==> src/rtl/sram_access_arbiter_pkg.sv <==
// Shared encodings for the SRAM access arbiter: bus owner codes, sequencer
// states and the strobe-timing counter width helper.
package sram_access_arbiter_pkg;

   typedef enum logic [1:0] {
      GNT_NONE = 2'd0,
      GNT_ACQ  = 2'd1,
      GNT_PB   = 2'd2,
      GNT_MCU  = 2'd3
   } grant_e;

   typedef enum logic [2:0] {
      ST_IDLE     = 3'd0,
      ST_WR_SETUP = 3'd1,
      ST_WR_PULSE = 3'd2,
      ST_RD_WAIT  = 3'd3,
      ST_COMPLETE = 3'd4
   } state_e;

   // Counter only has to reach (cycles-1) of the longer strobe phase.
   function automatic int cnt_width(input int a, input int b);
      int m;
      m = (a > b) ? a : b;
      return (m > 1) ? $clog2(m) : 1;
   endfunction

endpackage

==> src/rtl/sram_rr_pick.sv <==
// Two-way round-robin choice between playback and MCU; whichever of the two
// was served last loses a tie. Reset leaves playback preferred.
module sram_rr_pick
   import sram_access_arbiter_pkg::*;
(
   input  logic i_clk,
   input  logic i_rst,
   input  logic i_req_pb,
   input  logic i_req_mcu,
   input  logic i_upd,
   input  logic i_served_mcu,
   output logic o_pick_mcu
);

   logic r_last_mcu;

   always_ff @(posedge i_clk) begin
      if (i_rst) begin
         r_last_mcu <= 1'b1;
      end else if (i_upd) begin
         r_last_mcu <= i_served_mcu;
      end
   end

   assign o_pick_mcu = i_req_mcu && (!i_req_pb || !r_last_mcu);

endmodule

==> src/rtl/sram_access_arbiter.sv <==
// Sequences every SRAM access (strobes, data drive, read capture, address
// increment) and arbitrates acquisition, playback and MCU requesters.
module sram_access_arbiter
   import sram_access_arbiter_pkg::*;
#(
   parameter int WR_PULSE_CYCLES = 1,
   parameter int RD_WAIT_CYCLES  = 2
)(
   input  logic       CLOCK,
   input  logic       RESET,
   input  logic       ACQ_REQ,
   input  logic [7:0] ACQ_DATA,
   output logic       ACQ_ACK,
   input  logic       PB_REQ,
   output logic [7:0] PB_RDATA,
   output logic       PB_ACK,
   input  logic       MCU_REQ,
   input  logic       MCU_WR,
   input  logic [7:0] MCU_WDATA,
   output logic [7:0] MCU_RDATA,
   output logic       MCU_ACK,
   output logic [7:0] SRAM_DQ_OUT,
   output logic       SRAM_DQ_OE,
   input  logic [7:0] SRAM_DQ_IN,
   output logic       SRAM_WE_n,
   output logic       SRAM_OE_n,
   output logic       ADDR_INC,
   output logic       BUSY,
   output logic [1:0] GRANT
);

   localparam int              CNT_W   = cnt_width(WR_PULSE_CYCLES, RD_WAIT_CYCLES);
   localparam logic [CNT_W-1:0] WR_LAST = CNT_W'(WR_PULSE_CYCLES - 1);
   localparam logic [CNT_W-1:0] RD_LAST = CNT_W'(RD_WAIT_CYCLES - 1);

   state_e           r_state,  w_state_nxt;
   logic [CNT_W-1:0] r_cnt,    w_cnt_nxt;
   grant_e           r_grant,  w_grant_nxt;
   logic             r_is_wr,  w_is_wr_nxt;
   logic [7:0]       r_dq_out, w_dq_out_nxt;

   logic r_we_n, r_oe_n, r_dq_oe, r_addr_inc, r_busy;
   logic r_acq_ack, r_pb_ack, r_mcu_ack;
   logic w_we_n_nxt, w_oe_n_nxt, w_dq_oe_nxt, w_done_nxt, w_busy_nxt;
   logic [7:0] r_pb_rdata, r_mcu_rdata;
   logic w_pick_mcu, w_rr_upd, w_served_mcu, w_capture;

   assign w_served_mcu = (r_grant == GNT_MCU);

   sram_rr_pick u_rr_pick (
      .i_clk        (CLOCK),
      .i_rst        (RESET),
      .i_req_pb     (PB_REQ),
      .i_req_mcu    (MCU_REQ),
      .i_upd        (w_rr_upd),
      .i_served_mcu (w_served_mcu),
      .o_pick_mcu   (w_pick_mcu)
   );

   always_comb begin
      w_state_nxt  = r_state;
      w_cnt_nxt    = r_cnt;
      w_grant_nxt  = r_grant;
      w_is_wr_nxt  = r_is_wr;
      w_dq_out_nxt = r_dq_out;
      w_rr_upd     = 1'b0;

      case (r_state)
         ST_IDLE: begin
            w_cnt_nxt = '0;
            if (ACQ_REQ) begin
               w_grant_nxt  = GNT_ACQ;
               w_is_wr_nxt  = 1'b1;
               w_dq_out_nxt = ACQ_DATA;
               w_state_nxt  = ST_WR_SETUP;
            end else if (PB_REQ || MCU_REQ) begin
               if (w_pick_mcu) begin
                  w_grant_nxt = GNT_MCU;
                  w_is_wr_nxt = MCU_WR;
                  if (MCU_WR) begin
                     w_dq_out_nxt = MCU_WDATA;
                     w_state_nxt  = ST_WR_SETUP;
                  end else begin
                     w_state_nxt  = ST_RD_WAIT;
                  end
               end else begin
                  w_grant_nxt = GNT_PB;
                  w_is_wr_nxt = 1'b0;
                  w_state_nxt = ST_RD_WAIT;
               end
            end
         end
         ST_WR_SETUP: begin
            w_cnt_nxt   = '0;
            w_state_nxt = ST_WR_PULSE;
         end
         ST_WR_PULSE: begin
            if (r_cnt == WR_LAST) w_state_nxt = ST_COMPLETE;
            else                  w_cnt_nxt   = r_cnt + 1'b1;
         end
         ST_RD_WAIT: begin
            if (r_cnt == RD_LAST) w_state_nxt = ST_COMPLETE;
            else                  w_cnt_nxt   = r_cnt + 1'b1;
         end
         ST_COMPLETE: begin
            w_rr_upd    = (r_grant == GNT_PB) || (r_grant == GNT_MCU);
            w_grant_nxt = GNT_NONE;
            w_state_nxt = ST_IDLE;
         end
         default: begin
            w_grant_nxt = GNT_NONE;
            w_state_nxt = ST_IDLE;
         end
      endcase

      // Outputs are registered, so they are decoded from the state being entered.
      w_we_n_nxt  = (w_state_nxt != ST_WR_PULSE);
      w_oe_n_nxt  = (w_state_nxt != ST_RD_WAIT);
      w_dq_oe_nxt = (w_state_nxt == ST_WR_SETUP) || (w_state_nxt == ST_WR_PULSE) ||
                    ((w_state_nxt == ST_COMPLETE) && w_is_wr_nxt);
      w_done_nxt  = (w_state_nxt == ST_COMPLETE);
      w_busy_nxt  = (w_state_nxt != ST_IDLE);
      w_capture   = (r_state == ST_RD_WAIT) && (w_state_nxt == ST_COMPLETE);
   end

   always_ff @(posedge CLOCK) begin
      if (RESET) begin
         r_state     <= ST_IDLE;
         r_cnt       <= '0;
         r_grant     <= GNT_NONE;
         r_is_wr     <= 1'b0;
         r_dq_out    <= 8'h00;
         r_we_n      <= 1'b1;
         r_oe_n      <= 1'b1;
         r_dq_oe     <= 1'b0;
         r_addr_inc  <= 1'b0;
         r_busy      <= 1'b0;
         r_acq_ack   <= 1'b0;
         r_pb_ack    <= 1'b0;
         r_mcu_ack   <= 1'b0;
         r_pb_rdata  <= 8'h00;
         r_mcu_rdata <= 8'h00;
      end else begin
         r_state    <= w_state_nxt;
         r_cnt      <= w_cnt_nxt;
         r_grant    <= w_grant_nxt;
         r_is_wr    <= w_is_wr_nxt;
         r_dq_out   <= w_dq_out_nxt;
         r_we_n     <= w_we_n_nxt;
         r_oe_n     <= w_oe_n_nxt;
         r_dq_oe    <= w_dq_oe_nxt;
         r_addr_inc <= w_done_nxt;
         r_busy     <= w_busy_nxt;
         r_acq_ack  <= w_done_nxt && (w_grant_nxt == GNT_ACQ);
         r_pb_ack   <= w_done_nxt && (w_grant_nxt == GNT_PB);
         r_mcu_ack  <= w_done_nxt && (w_grant_nxt == GNT_MCU);
         if (w_capture && (r_grant == GNT_PB))  r_pb_rdata  <= SRAM_DQ_IN;
         if (w_capture && (r_grant == GNT_MCU)) r_mcu_rdata <= SRAM_DQ_IN;
      end
   end

   assign ACQ_ACK     = r_acq_ack;
   assign PB_ACK      = r_pb_ack;
   assign MCU_ACK     = r_mcu_ack;
   assign PB_RDATA    = r_pb_rdata;
   assign MCU_RDATA   = r_mcu_rdata;
   assign SRAM_DQ_OUT = r_dq_out;
   assign SRAM_DQ_OE  = r_dq_oe;
   assign SRAM_WE_n   = r_we_n;
   assign SRAM_OE_n   = r_oe_n;
   assign ADDR_INC    = r_addr_inc;
   assign BUSY        = r_busy;
   assign GRANT       = r_grant;

endmodule

==> config.mk <==
export PLATFORM = sky130hd
export DESIGN_NAME = sram_access_arbiter
export DESIGN_NICKNAME = d
export VERILOG_FILES = /design/src/rtl/sram_access_arbiter_pkg.sv /design/src/rtl/sram_rr_pick.sv /design/src/rtl/sram_access_arbiter.sv
export SDC_FILE = /design/constraint.sdc
export NUM_CORES = 1
export LEC_CHECK = 0
export CAP_MARGIN = 20
export CELL_PAD_IN_SITES_DETAIL_PLACEMENT = 0
export CELL_PAD_IN_SITES_GLOBAL_PLACEMENT = 1
export CORE_ASPECT_RATIO = 0.75
export CORE_MARGIN = 1.5
export CORE_UTILIZATION = 34
export CTS_CLUSTER_SIZE = 10
export DETAILED_ROUTE_END_ITERATION = 7
export MAX_ROUTING_LAYER = met4
export PLACE_DENSITY = 0.88
export SLEW_MARGIN = 20
export SYNTH_ARGS = -nofsm -noshare
export SYNTH_HDL_FRONTEND = slang
export SYNTH_SLANG_ARGS = --single-unit
==> constraint.sdc <==
create_clock -name CLOCK -period 3.1 [get_ports CLOCK]
set_input_delay 0.465 -clock CLOCK [delete_from_list [all_inputs] [get_ports CLOCK]]
set_output_delay 0.465 -clock CLOCK [all_outputs]
set_load 0.01 [all_outputs]
==> flow_summary.ini, run 1 <==
[hold_path]
hold_class = flip-flop to flip-flop

[synthesis]
synth_cell_type_count = 36
yosysWarnings = 0
syn_area_per_cell_sq_um = 9.816
yosys-top-cells-area = dfxtp_1, mux2i_1, nor2_1
synth_area_sq_um = 1649
ys_ff_latch = 40
yosys.area.top_type = dfxtp_1
synth_nets = 198
ys_seq_area_frac = 0.4856
synth_top_area_share = 0.4856
syn_inst = 168

[drt]
remaining_drc_errors = 0
wl_per_cell_um = 12.84
firstDrtPassIters = 4
drtAntennaViolNets = 0
drt_wl_total_mm = 3.686
vias_per_cell = 4.854
drt_iter0_markers = 20
vias = 1393

[die]
die_h_um = 63.32
die-area_sq_um = 5281
dieWidth_um = 83.42
core_area_sq_um = 4572
num_rows = 21
initial_core_util = 0.3607
ios = 64

[timing]
post-route-period-util = 0.6300
relSlewSlack = 0.6312
worst_slew_pin_slew_ns = 0.5514
hold_viol = 0
fmax_mhz = 512.0
min_period_ns = 1.953
slew_violations = 0
grt_setup_unrepaired = no
skew_ns = 0.004122
tns_ns = 0
setup_viol = 0

[job]
cap_violations = 0

[clocking]
cts-root-buf = clkbuf_8
clk_pin_slew_ns = 0.08
cts-htree-levels = 2
clock_path_buffers = 2
clk_latency_ns = 0.29
hold_buffers = 0
numCtsBuffers = 5
clock-sinks = 40
post_cts_buffers = 0
cts_tree = built
ctsResizeCount = 0

[global_routing]
grt_first_pass_wirelength_mm = 6.120
grt_antenna_before_repair = 0
grt_use_total = 0.1495
overflow = 0
grt_pass1_vias = 1344
grt_max_degree = 30

[worst_setup_path]
path_depth = 5
critPathBufInv = 1
critPathSlowestCell = clkdlybuf4s50_1
critPathKind = primary input to flip-flop
critPathLaunch = MCU_REQ
cp-start-kind = primary input
worstPathMaxFanout = 11
reg2regPathDepth = 4
critPathCaptureType = flip-flop
cp.required_ns = 3.27
path_cells = clkdlybuf4s50_1 -> a21boi_0 -> a21o_1 -> and2_1 -> a211oi_1
r2r_setup_slack_ns = 1.34
r2r-start = r_state[1]
slowest_delay_ns = 0.57
rr_endpoint = MCU_RDATA[5]
cpLargestDelayFamily = compound AO/OA/AOI/OAI gates
cp-endpoint = SRAM_DQ_OUT[4]
arrival_ns = 2.12

[placement]
portBuffers = 63
place_hpwl_mm = 2.607
gp_congestion = 0.8719
placed_cells = 279

[cells_and_area]
fillers = 435
seq_area_sq_um = 800.8
instances_no_fill = 287
nets = 259
drive_gt1_frac = 0.08261
antenna_cells = 0
area.growth.synth_to_final_pct = 45.98
multi_input_area_sq_um = 773.2

[power]
ir_drop_uv = 272.4
leakagePower_nw = 0.8769
powerDensity_nw_per_um2 = 492.5

[outcome]
status = finished, final reports clean
-- sequential cells by signal, indices dropped and copies added (netlist names), 2 cells and up --
name         count
GRANT            2
MCU_RDATA        8
r_state          3
PB_RDATA         8
SRAM_DQ_OUT      8
-- routing by layer --
layer  vias up  part of all wire  GRT usage
met4         0             0.011    0.05533
met2        47              0.44     0.2256
li1        715                 -          -
met5         -                 0          -
met1       624              0.49     0.1915
met3         7             0.060    0.04325
-- cell type report --
cell class	count	share of cell area
Inverter	3	0.004678
Tap cell	57	0.02963
Multi-Input combinational cell	113	0.3212
Clock inverter	2	0.006237
Clock buffer	6	0.03430
Timing Repair Buffer	66	0.2713
Sequential cell	40	0.3326
-- cell families (layout without fill, tap and decap cells) --
| logic type | after synthesis | in the layout | share of synthesized area |
|---|---|---|---|
| muxes | 25 | 25 | 0.1517 |
| and+or+nand+nor | 51 | 51 | 0.1677 |
| buffers and inverters | 15 | 77 | 0.04552 |
| DFF | 40 | 40 | 0.4856 |
| adders and majority gates | 1 | 1 | 0.006070 |
| AOI/OAI and AO/OA | 35 | 35 | 0.1381 |
| xor gates and xnor gates | 1 | 1 | 0.005312 |
-- synthesized netlist by cell type (all sizes together) --
master and instances:
a21o 2, nor4b 1, clkbuf 3, o22ai 1, mux2i 25, nor2b 1
nor2 29, a21boi 1, o21ai 5, and3 3, or2 2, o22a 1
nand4 1, and2 1, a31o 1, nand3 1, nor3 4, maj3 1
buf 9, inv 3, a21oi 13, xnor2 1, nand2b 4, dfxtp 40
a211oi 8, nand2 2, a311oi 2, a22oi 1, and4b 1, nor4 1
-- worst min-delay path by stage --
stage	start	to	cells past startpoint
finish	PB_RDATA[3]	PB_RDATA[3]	2
global route	PB_RDATA[0]	PB_RDATA[0]	2
CTS	MCU_RDATA[4]	MCU_RDATA[4]	2
detailed placement	MCU_RDATA[4]	MCU_RDATA[4]	2
global placement	MCU_RDATA[3]	MCU_RDATA[3]	2
floorplan	u_rr_pick.r_last_mcu	u_rr_pick.r_last_mcu	2
-- report_power, final --
part | internal [mW] | leakage [nW] | switching, mW | total [mW]
logic | 0.133 | 0.507 | 0.105 | 0.238
registers | 0.548 | 0.326 | 0.0348 | 0.583
clock network | 0.180 | 0.0434 | 0.185 | 0.365
total | 0.861 | 0.877 | 0.324 | 1.19
-- through the flow --
stage	hold slack, ns	setup WS [ns]	area (sq um)	utilization	power [mW]
after floorplan	0.4544	1.682	1649	-	0.7182
after global placement	0.4755	0.9039	2310	0.5052	0.8331
after detailed placement	0.4866	0.8375	2310	0.5052	0.8335
after CTS	0.5065	1.155	2407	0.5265	1.202
after global routing	0.5373	1.012	2407	0.5265	1.251
final	0.5044	1.147	2407	0.5265	1.186
-- cells in the final DEF (no fill, tap or decap), types with 3 or more instances in the layout --
cell,Yosys,routed
o21ai_0,5,5
mux2i_1,25,25
inv_1,3,3
nor2_1,29,29
clkdlybuf4s50_1,0,63
and3_1,3,3
buf_4,1,3
dfxtp_1,40,40
nand2b_1,3,3
clkbuf_8,0,6
a211oi_1,8,8
a21oi_1,13,13
-- worst min-delay path: stages (launching register included) --
cell and delay, ns:
dfxtp_1 0.33, mux2i_1 0.06, nor2_1 0.08
(Power assumes the default switching activity.)
==> run 2: changes to the inputs <==
--- a/config.mk
+++ b/config.mk
@@ -10,11 +10,11 @@
 export CELL_PAD_IN_SITES_GLOBAL_PLACEMENT = 1
 export CORE_ASPECT_RATIO = 0.75
 export CORE_MARGIN = 1.5
-export CORE_UTILIZATION = 34
+export CORE_UTILIZATION = 32
 export CTS_CLUSTER_SIZE = 10
 export DETAILED_ROUTE_END_ITERATION = 7
 export MAX_ROUTING_LAYER = met4
-export PLACE_DENSITY = 0.88
+export PLACE_DENSITY = 0.83
 export SLEW_MARGIN = 20
 export SYNTH_ARGS = -nofsm -noshare
 export SYNTH_HDL_FRONTEND = slang
==> constraint.sdc (replaced) <==
create_clock -name CLOCK -period 1.8 [get_ports CLOCK]
set_input_delay 0.27 -clock CLOCK [delete_from_list [all_inputs] [get_ports CLOCK]]
set_output_delay 0.27 -clock CLOCK [all_outputs]
set_load 0.01 [all_outputs]
==> flow_summary.ini, run 2 (synthesized netlist as in run 1, its figures left out) <==
[outcome]
status = finished, final reports clean

[timing]
whs_ns = 0.4941
skew_ns = 0.004432
post-route-period-util = 0.9071
relSlewSlack = 0.7304
setup_viol = 0
grt_setup_unrepaired = no
hold_viol = 0
slew_violations = 0
fmax_mhz = 612.5
min_period_ns = 1.633
worst_slew_pin_slew_ns = 0.4039

[power]
p_total_mw = 2.079
clockPowerShare = 0.304
p_int_mw = 1.540
powerDensity_nw_per_um2 = 831.5
p_seq_frac = 0.482
sw_frac_of_total = 0.2592
power.share.combinational = 0.214
p_sw_mw = 0.5389
ir_drop_uv = 334.9
leakagePower_nw = 0.9433

[placement]
place_hpwl_mm = 2.722
portBuffers = 63
gp_congestion = 0.8468

[die]
dieWidth_um = 85.89
initial_core_util = 0.3347
core_area_sq_um = 4927
die_h_um = 65.17
die-area_sq_um = 5597
ios = 64
num_rows = 22

[cells_and_area]
drive_gt1_frac = 0.1245
area.growth.synth_to_final_pct = 51.59
seq_area_sq_um = 800.8
layout_common_cells = clkdlybuf4s50_1, dfxtp_1, nor2_1
final_common_cell = clkdlybuf4s50_1
fillers = 460
nets = 271
antenna_cells = 0
multi_input_area_sq_um = 773.2

[clocking]
cts-htree-levels = 2
numCtsBuffers = 5
clock-sinks = 40
cts_tree = built
post_cts_buffers = 0
clk_pin_slew_ns = 0.07
cts-root-buf = clkbuf_8
clock_path_buffers = 2
clk_latency_ns = 0.28
hold_buffers = 0
ctsResizeCount = 0

[drt]
vias = 1413
wl_per_cell_um = 12.24
drt_wl_total_mm = 3.685
drtAntennaViolNets = 0
vias_per_cell = 4.694
firstDrtPassIters = 4
remaining_drc_errors = 0
drt_iter0_markers = 47

[hold_path]
hold_class = flip-flop to flip-flop

[worst_setup_path]
worstPathMaxFanout = 6
arrival_ns = 1.36
critPathKind = flip-flop to output pin
critPathCaptureType = output pin
critPathSlowestCell = clkdlybuf4s50_1
critPathBufInv = 1
slowest_delay_ns = 0.59
cpLargestDelayFamily = buffers and inverters
cp-start-kind = flip-flop
path_cells = clkdlybuf4s50_1
cp.required_ns = 1.53

[global_routing]
grt_pass1_vias = 1308
grt_antenna_before_repair = 0
grt_first_pass_wirelength_mm = 6.285
overflow = 0
grt_max_degree = 20
grt_use_total = 0.1458

[job]
cap_violations = 0
==> run 2: cell types whose count changed in the layout (fill, tap and decap cells not counted), sizes merged <==
cell / change
buf: +12
clkbuf: +1
clkinvlp: -2
==> run 2: stage by stage <==
| step | util | cell area, sq um | setup WS [ns] | setup TNS (ns) | std cells |
|---|---|---|---|---|---|
| 3_3_place_gp | 0.4878 | 2404 | -0.006978 | -0.03380 | 294 |
| 3_5_place_dp | 0.4878 | 2404 | -0.09124 | -0.6659 | 294 |
| 5_1_grt | 0.5074 | 2500 | 0.02736 | 0 | 301 |
| 6_report | 0.5074 | 2500 | 0.1672 | 0 | 301 |
| 4_1_cts | 0.5074 | 2500 | 0.1467 | 0 | 301 |
| 2_1_floorplan | - | 1649 | 0.4263 | 0 | 168 |
==> run 2: path summary, 6_finish.rpt <==
| path | startpoint | endpoint | slack [ns] | cells past startpoint |
|---|---|---|---|---|
| max | GRANT[0] | GRANT[0] | 0.17 | 1 |
| max reg2reg | r_state[1] | SRAM_WE_n | 0.21 | 5 |
| min reg2reg | MCU_RDATA[4] | MCU_RDATA[4] | 0.49 | 2 |
| min | MCU_RDATA[4] | MCU_RDATA[4] | 0.49 | 2 |
==> run 2: power groups by stage <==
stage	combinational (mW)	sequential (mW)	clock, mW
5_1_grt	0.491	1.01	0.691
3_5_place_dp	0.446	1.02	0
2_1_floorplan	0.218	1.02	0
6_report	0.445	1.00	0.632
3_3_place_gp	0.444	1.02	0
4_1_cts	0.448	1.00	0.661
==> run 2: per-layer routing <==
metal / global-route usage / up-vias / part of all wire
met5: - / - / 0
met4: 0.04435 / 0 / 0.0065
met3: 0.05276 / 4 / 0.088
met2: 0.1939 / 55 / 0.39
met1: 0.2047 / 620 / 0.52
li1: - / 734 / -
==> run 2: area by class of cell <==
class | instances | share of cell area
clock buffers | 7 | 0.03854
inverters | 3 | 0.004505
multi-input cells | 113 | 0.3093
flip-flops and latches | 40 | 0.3203
well taps | 60 | 0.03003
repair buffers | 78 | 0.2973
==> variant 1 (settings of run 2) <==
Encoding of `state_e`: now one-hot (5 bits for 5 states).
--- a/src/rtl/sram_access_arbiter_pkg.sv
+++ b/src/rtl/sram_access_arbiter_pkg.sv
@@ -10,10 +10,10 @@
    } grant_e;
 
-   typedef enum logic [2:0] {
-      ST_IDLE     = 3'd0,
-      ST_WR_SETUP = 3'd1,
-      ST_WR_PULSE = 3'd2,
-      ST_RD_WAIT  = 3'd3,
-      ST_COMPLETE = 3'd4
+   typedef enum logic [4:0] {
+      ST_IDLE     = 5'b00001,
+      ST_WR_SETUP = 5'b00010,
+      ST_WR_PULSE = 5'b00100,
+      ST_RD_WAIT  = 5'b01000,
+      ST_COMPLETE = 5'b10000
    } state_e;
 
Function: same outputs for any inputs over 10 cycles, from zero or initial values and one cycle with RESET high; not proved beyond that.
==> variant 1 against run 2 <==
- the run now ends with setup timing left
- cell count grew 7.0%
- wire length grew 10%
- die area increased by 3.6%
- synthesized area is 3.7% higher
- synthesized cell count rose by 4.8%
- final area increased by 5.0%
- sequential cell count up 2
- critical path depth grew 5
- non-clock buffer count did not move
- total power up 7.4%
- worst setup slack got worse by 0.21 ns
==> variant 1: results (changes against run 2) <==
* Crit path DAT at 2.01 ns (was 1.36 ns)
* Largest net degree at the start of global routing at 34 (was 20)
* Pre-CTS setup slack at -0.0188 ns (was -0.0912 ns)
* Register area share after synthesis at 49.2% (was 48.6%)
* Worst clock skew at 0.00477 ns (was 0.00443 ns)
* Crit-path max FO at 8 (was 6)
* Failing checks: setup timing
* Leakage power figure at 1.05 nW (was 0.943 nW)
* Commonest cells in the netlist: dfxtp_1 (42), mux2i_1 (26), nor2_1 (22) (was dfxtp_1 (40), nor2_1 (29), mux2i_1 (25))
* WL met1 at 2110 um (was 1900 um)
* Routed vias/inst at 4.65 (was 4.69)
* Slowest cell on crit path: or4_4 (was clkdlybuf4s50_1)
* Dpl cells at 314 (was 294)
* CP peak stage delay at 0.54 ns (was 0.59 ns)
* WHS Endpoint: PB_RDATA[4] (was MCU_RDATA[4])
* Fraction of layout cells with a size suffix above 1 at 12.4% (about the same)
* Synth Net Count at 206 (was 198)
* Routability Congestion at 0.825 (was 0.847)
* Final Worst Setup Slack at -0.0414 ns (was 0.167 ns)
* Status: finished, violations left (was completed)
* Fillers at 481 (was 460)
* Final hold slack at 0.498 ns (was 0.494 ns)
* Number of setup violations in the final report at 9 (was 0)
* Synth cell types at 39 (was 36)
* Global-route wire length before repair at 6670 um (was 6290 um)
* Top cells by area, synth: dfxtp_1 (49%), mux2i_1 (15%), nor2_1 (4.8%) (was dfxtp_1 (49%), mux2i_1 (15%), nor2_1 (6.6%))
* TNS Setup at -0.120 ns (was 0 ns)
* Critical path class: register to register (was register to output pin)
* Worst skew pair latency at 0.30 ns (was 0.28 ns)
* Via count at 1497 (was 1413)
variant 1: cell families (layout without fill, tap and decap cells):
logic type	after synthesis	count (layout)	share of synthesized area, %
buf+inv	18	92	4.46
simple gates	57	57	18.4
mux	26	26	15.2
flops	42	42	49.2
xor+xnor	1	1	0.512
compound gates	32	32	12.2
variant 1: power by group:
part | internal [W] | switching, W
combinational | 0.000257 | 0.000216
sequential | 0.000984 | 0.0000318
clock | 0.000414 | 0.000330
total | 0.00166 | 0.000578
variant 1: what timing repair did:
action,4_1_cts,5_1_grt
pin swaps,0,0
endpoints found under the setup margin,10,16
gates resized for setup,0,3
variant 1: routing by layer:
layer,track usage (%),vias to the layer above
li1,-,766
met1,21.2,679
met2,21.5,48
met3,4.87,4
met4,5.36,0
met5,-,-
variant 1: area by class of cell:
type	instances	area, um2	share of cell area (%)
clock buffer	6	72.6	2.76
multi-input combinational	116	801	30.5
tap	72	90.1	3.43
sequential	42	842	32.1
clock inverter	2	37.5	1.43
inverter	6	22.5	0.858
timing repair buffer	78	759	28.9
==> variant 2 (settings of run 2) <==
Made on the original files. Set the parameter `RD_WAIT_CYCLES` to 1 (it was 2).
--- a/src/rtl/sram_access_arbiter.sv
+++ b/src/rtl/sram_access_arbiter.sv
@@ -5,5 +5,5 @@
 #(
    parameter int WR_PULSE_CYCLES = 1,
-   parameter int RD_WAIT_CYCLES  = 2
+   parameter int RD_WAIT_CYCLES  = 1
 )(
    input  logic       CLOCK,
Formal check against the unedited RTL: not equivalent (a bounded check fails within 4 cycles, from zero or initial values and one cycle with RESET high).
==> variant 2 against run 2 <==
- final area is 6.7% lower
- synthesized cell count is 13% lower
- synthesized area down 8.3%
- worst setup slack better by 0.024 ns
- wire length shrank 8.2%
- utilization rose by 1.2 points
- die area fell by 8.0%
- sequential share of layout area is 1.4 points higher
- total power down 1.2%
- sequential cell count fell by 1
- cell count fell by 9.6%
- non-clock buffer count is 8 lower
- largest cell class unchanged
- highest routed layer unchanged
==> variant 2: results (changes against run 2) <==
* Worst clock skew at 0.00772 ns (was 0.00443 ns)
* Synth Net Count at 177 (was 198)
* Reg2Reg Capture Point: SRAM_DQ_OUT[2] (was SRAM_WE_n)
* WHS Endpoint: r_is_wr (was MCU_RDATA[4])
* Final hold slack at 0.490 ns (was 0.494 ns)
* Metal2 WL at 1410 um (was 1430 um)
* Fraction of layout cells with a size suffix above 1 at 9.77% (was 12.4%)
* Max-Cap Viols at 0 (unchanged)
* WL met1 at 1720 um (was 1900 um)
* Fillers at 425 (was 460)
* Global-route wire length before repair at 5640 um (was 6290 um)
* Mux share of post-synthesis cell area at 16.6% (was 15.2%)
* 1st-pass router iterations at 4 (unchanged)
* Post_cts resized at 0 (unchanged)
* Pre-CTS setup slack at 0.0671 ns (was -0.0912 ns)
* Vias in the first global route at 1185 (was 1308)
* Worst min-delay path class: register to register (unchanged)
* Peak VDD IR at 0.000440 V (was 0.000335 V)
* Total GRT Usage at 14.9% (was 14.6%)
* Largest family of logic cells by synthesized area: multiplexers (was simple AND/OR/NAND/NOR gates)
* Routability Congestion at 0.794 (was 0.847)
* Largest net degree at the start of global routing at 27 (was 20)
* Worst hold stages at 2 (unchanged)
* Leakage power figure at 0.942 nW (was 0.943 nW)
* Fraction of registers with async set/reset at 0% (unchanged)
* Synth Area in Compound Gates at 11.7% (was 13.8%)
* Routed wire length at 3380 um (was 3690 um)
* Fin nets at 244 (was 271)
* Hold path startpoint: r_is_wr (was MCU_RDATA[4])
* Crit-path max FO at 7 (was 6)
* Post-Synth XOR/XNOR Area at 0% (was 0.531%)
* Clock root cell: clkbuf_8 (unchanged)
* CP peak stage delay at 0.59 ns (about the same)
* Initial antenna violation count at 0 (unchanged)
* Top cells by area, synth: dfxtp_1 (52%), mux2i_1 (17%), nor2_1 (5.0%) (was dfxtp_1 (49%), mux2i_1 (15%), nor2_1 (6.6%))
* Setup slack, reg-to-reg at 0.31 ns (was 0.21 ns)
* DRT iter0 DRCs at 37 (was 47)
* Post-Synth Adder-Cell Area at 0% (was 0.607%)
* Final HPWL DP at 2500 um (was 2720 um)
* Status: completed (unchanged)
* Port bufs at 63 (unchanged)
* Antenna Cells at 0 (unchanged)
* Worst Tran Pin Value at 0.415 ns (was 0.404 ns)
* Post-CTS Setup Repair Bufs at 0 (unchanged)
* Register area share after synthesis at 51.7% (was 48.6%)
* Synth cell types at 31 (was 36)
* Clk slew on worst S/H paths at 0.07 ns (about the same)
* Cells on worst reg2reg path at 4 (was 5)
* Routed vias/inst at 4.59 (was 4.69)
* DP Area at 2210 um2 (was 2400 um2)
* Synth Flop Type: dfxtp_1 (unchanged)
* Slowest cell on crit path: clkdlybuf4s50_1 (unchanged)
* Commonest cells in the netlist: dfxtp_1 (39), mux2i_1 (25), nor2_1 (20) (was dfxtp_1 (40), nor2_1 (29), mux2i_1 (25))
* Worst skew pair latency at 0.29 ns
* Metal3 WL at 233 um (was 325 um)
* Crit path DAT at 1.34 ns (was 1.36 ns)
* Syn. warnings at 0 (unchanged)
* CP top delay family: buffers and inverters (unchanged)
variant 2: cell count changes after synthesis, moves of 2 or more:
cell,run 2,this run
nand2_1,2,4
buf_2,6,3
and2_1,1,3
nor2_1,29,20
and3_1,3,1
variant 2: metal layers:
layer / GRT usage, % / up-vias
li1: - / 638
met1: 20.3 / 562
met2: 20.5 / 44
met3: 5.26 / 5
met4: 4.45 / 0
met5: - / -
variant 2: worst max-delay path by stage:
| stage | startpoint | to | slack (ns) | cells after the start |
|---|---|---|---|---|
| 3_3_place_gp | MCU_REQ | SRAM_DQ_OUT[3] | 0.08 | 5 |
| 2_1_floorplan | r_state[1] | PB_RDATA[7] | 0.55 | 6 |
| 5_1_grt | GRANT[1] | GRANT[1] | 0.12 | 1 |
| 3_5_place_dp | MCU_REQ | SRAM_DQ_OUT[0] | 0.07 | 5 |
| 4_1_cts | GRANT[0] | GRANT[0] | 0.16 | 1 |
| 6_report | GRANT[0] | GRANT[0] | 0.19 | 1 |
variant 2: logic make-up (layout without fill, tap and decap cells):
group                  count (synthesis)  after routing
buffers and inverters                 12             80
AND/OR/NAND/NOR                       43             43
AO/OA/AOI/OAI                         28             28
flip-flops                            39             39
multiplexers                          25             25
variant 2: power by group:
part	switching, W	internal (W)	leakage (nW)	total, W
combinational	0.000149	0.000200	0.562	0.000349
sequential	0.0000407	0.000914	0.318	0.000955
clock	0.000301	0.000449	0.0612	0.000750
total	0.000491	0.00156	0.942	0.00205
variant 2: final cells by class:
cell class	instances	area, um2	area share, %
clock buffer	6	82.6	3.54
clock inverter	2	35.0	1.50
inverter	2	7.51	0.322
multi-input combinational	96	659	28.3
sequential	39	781	33.5
tap	57	71.3	3.06
timing repair buffer	70	696	29.8
variant 2: stage by stage:
step	total power (W)	instances
after floorplan	0.00114	147
after global placement	0.00132	264
after detailed placement	0.00133	264
after CTS	0.00208	272
after global routing	0.00215	272
final	0.00205	272
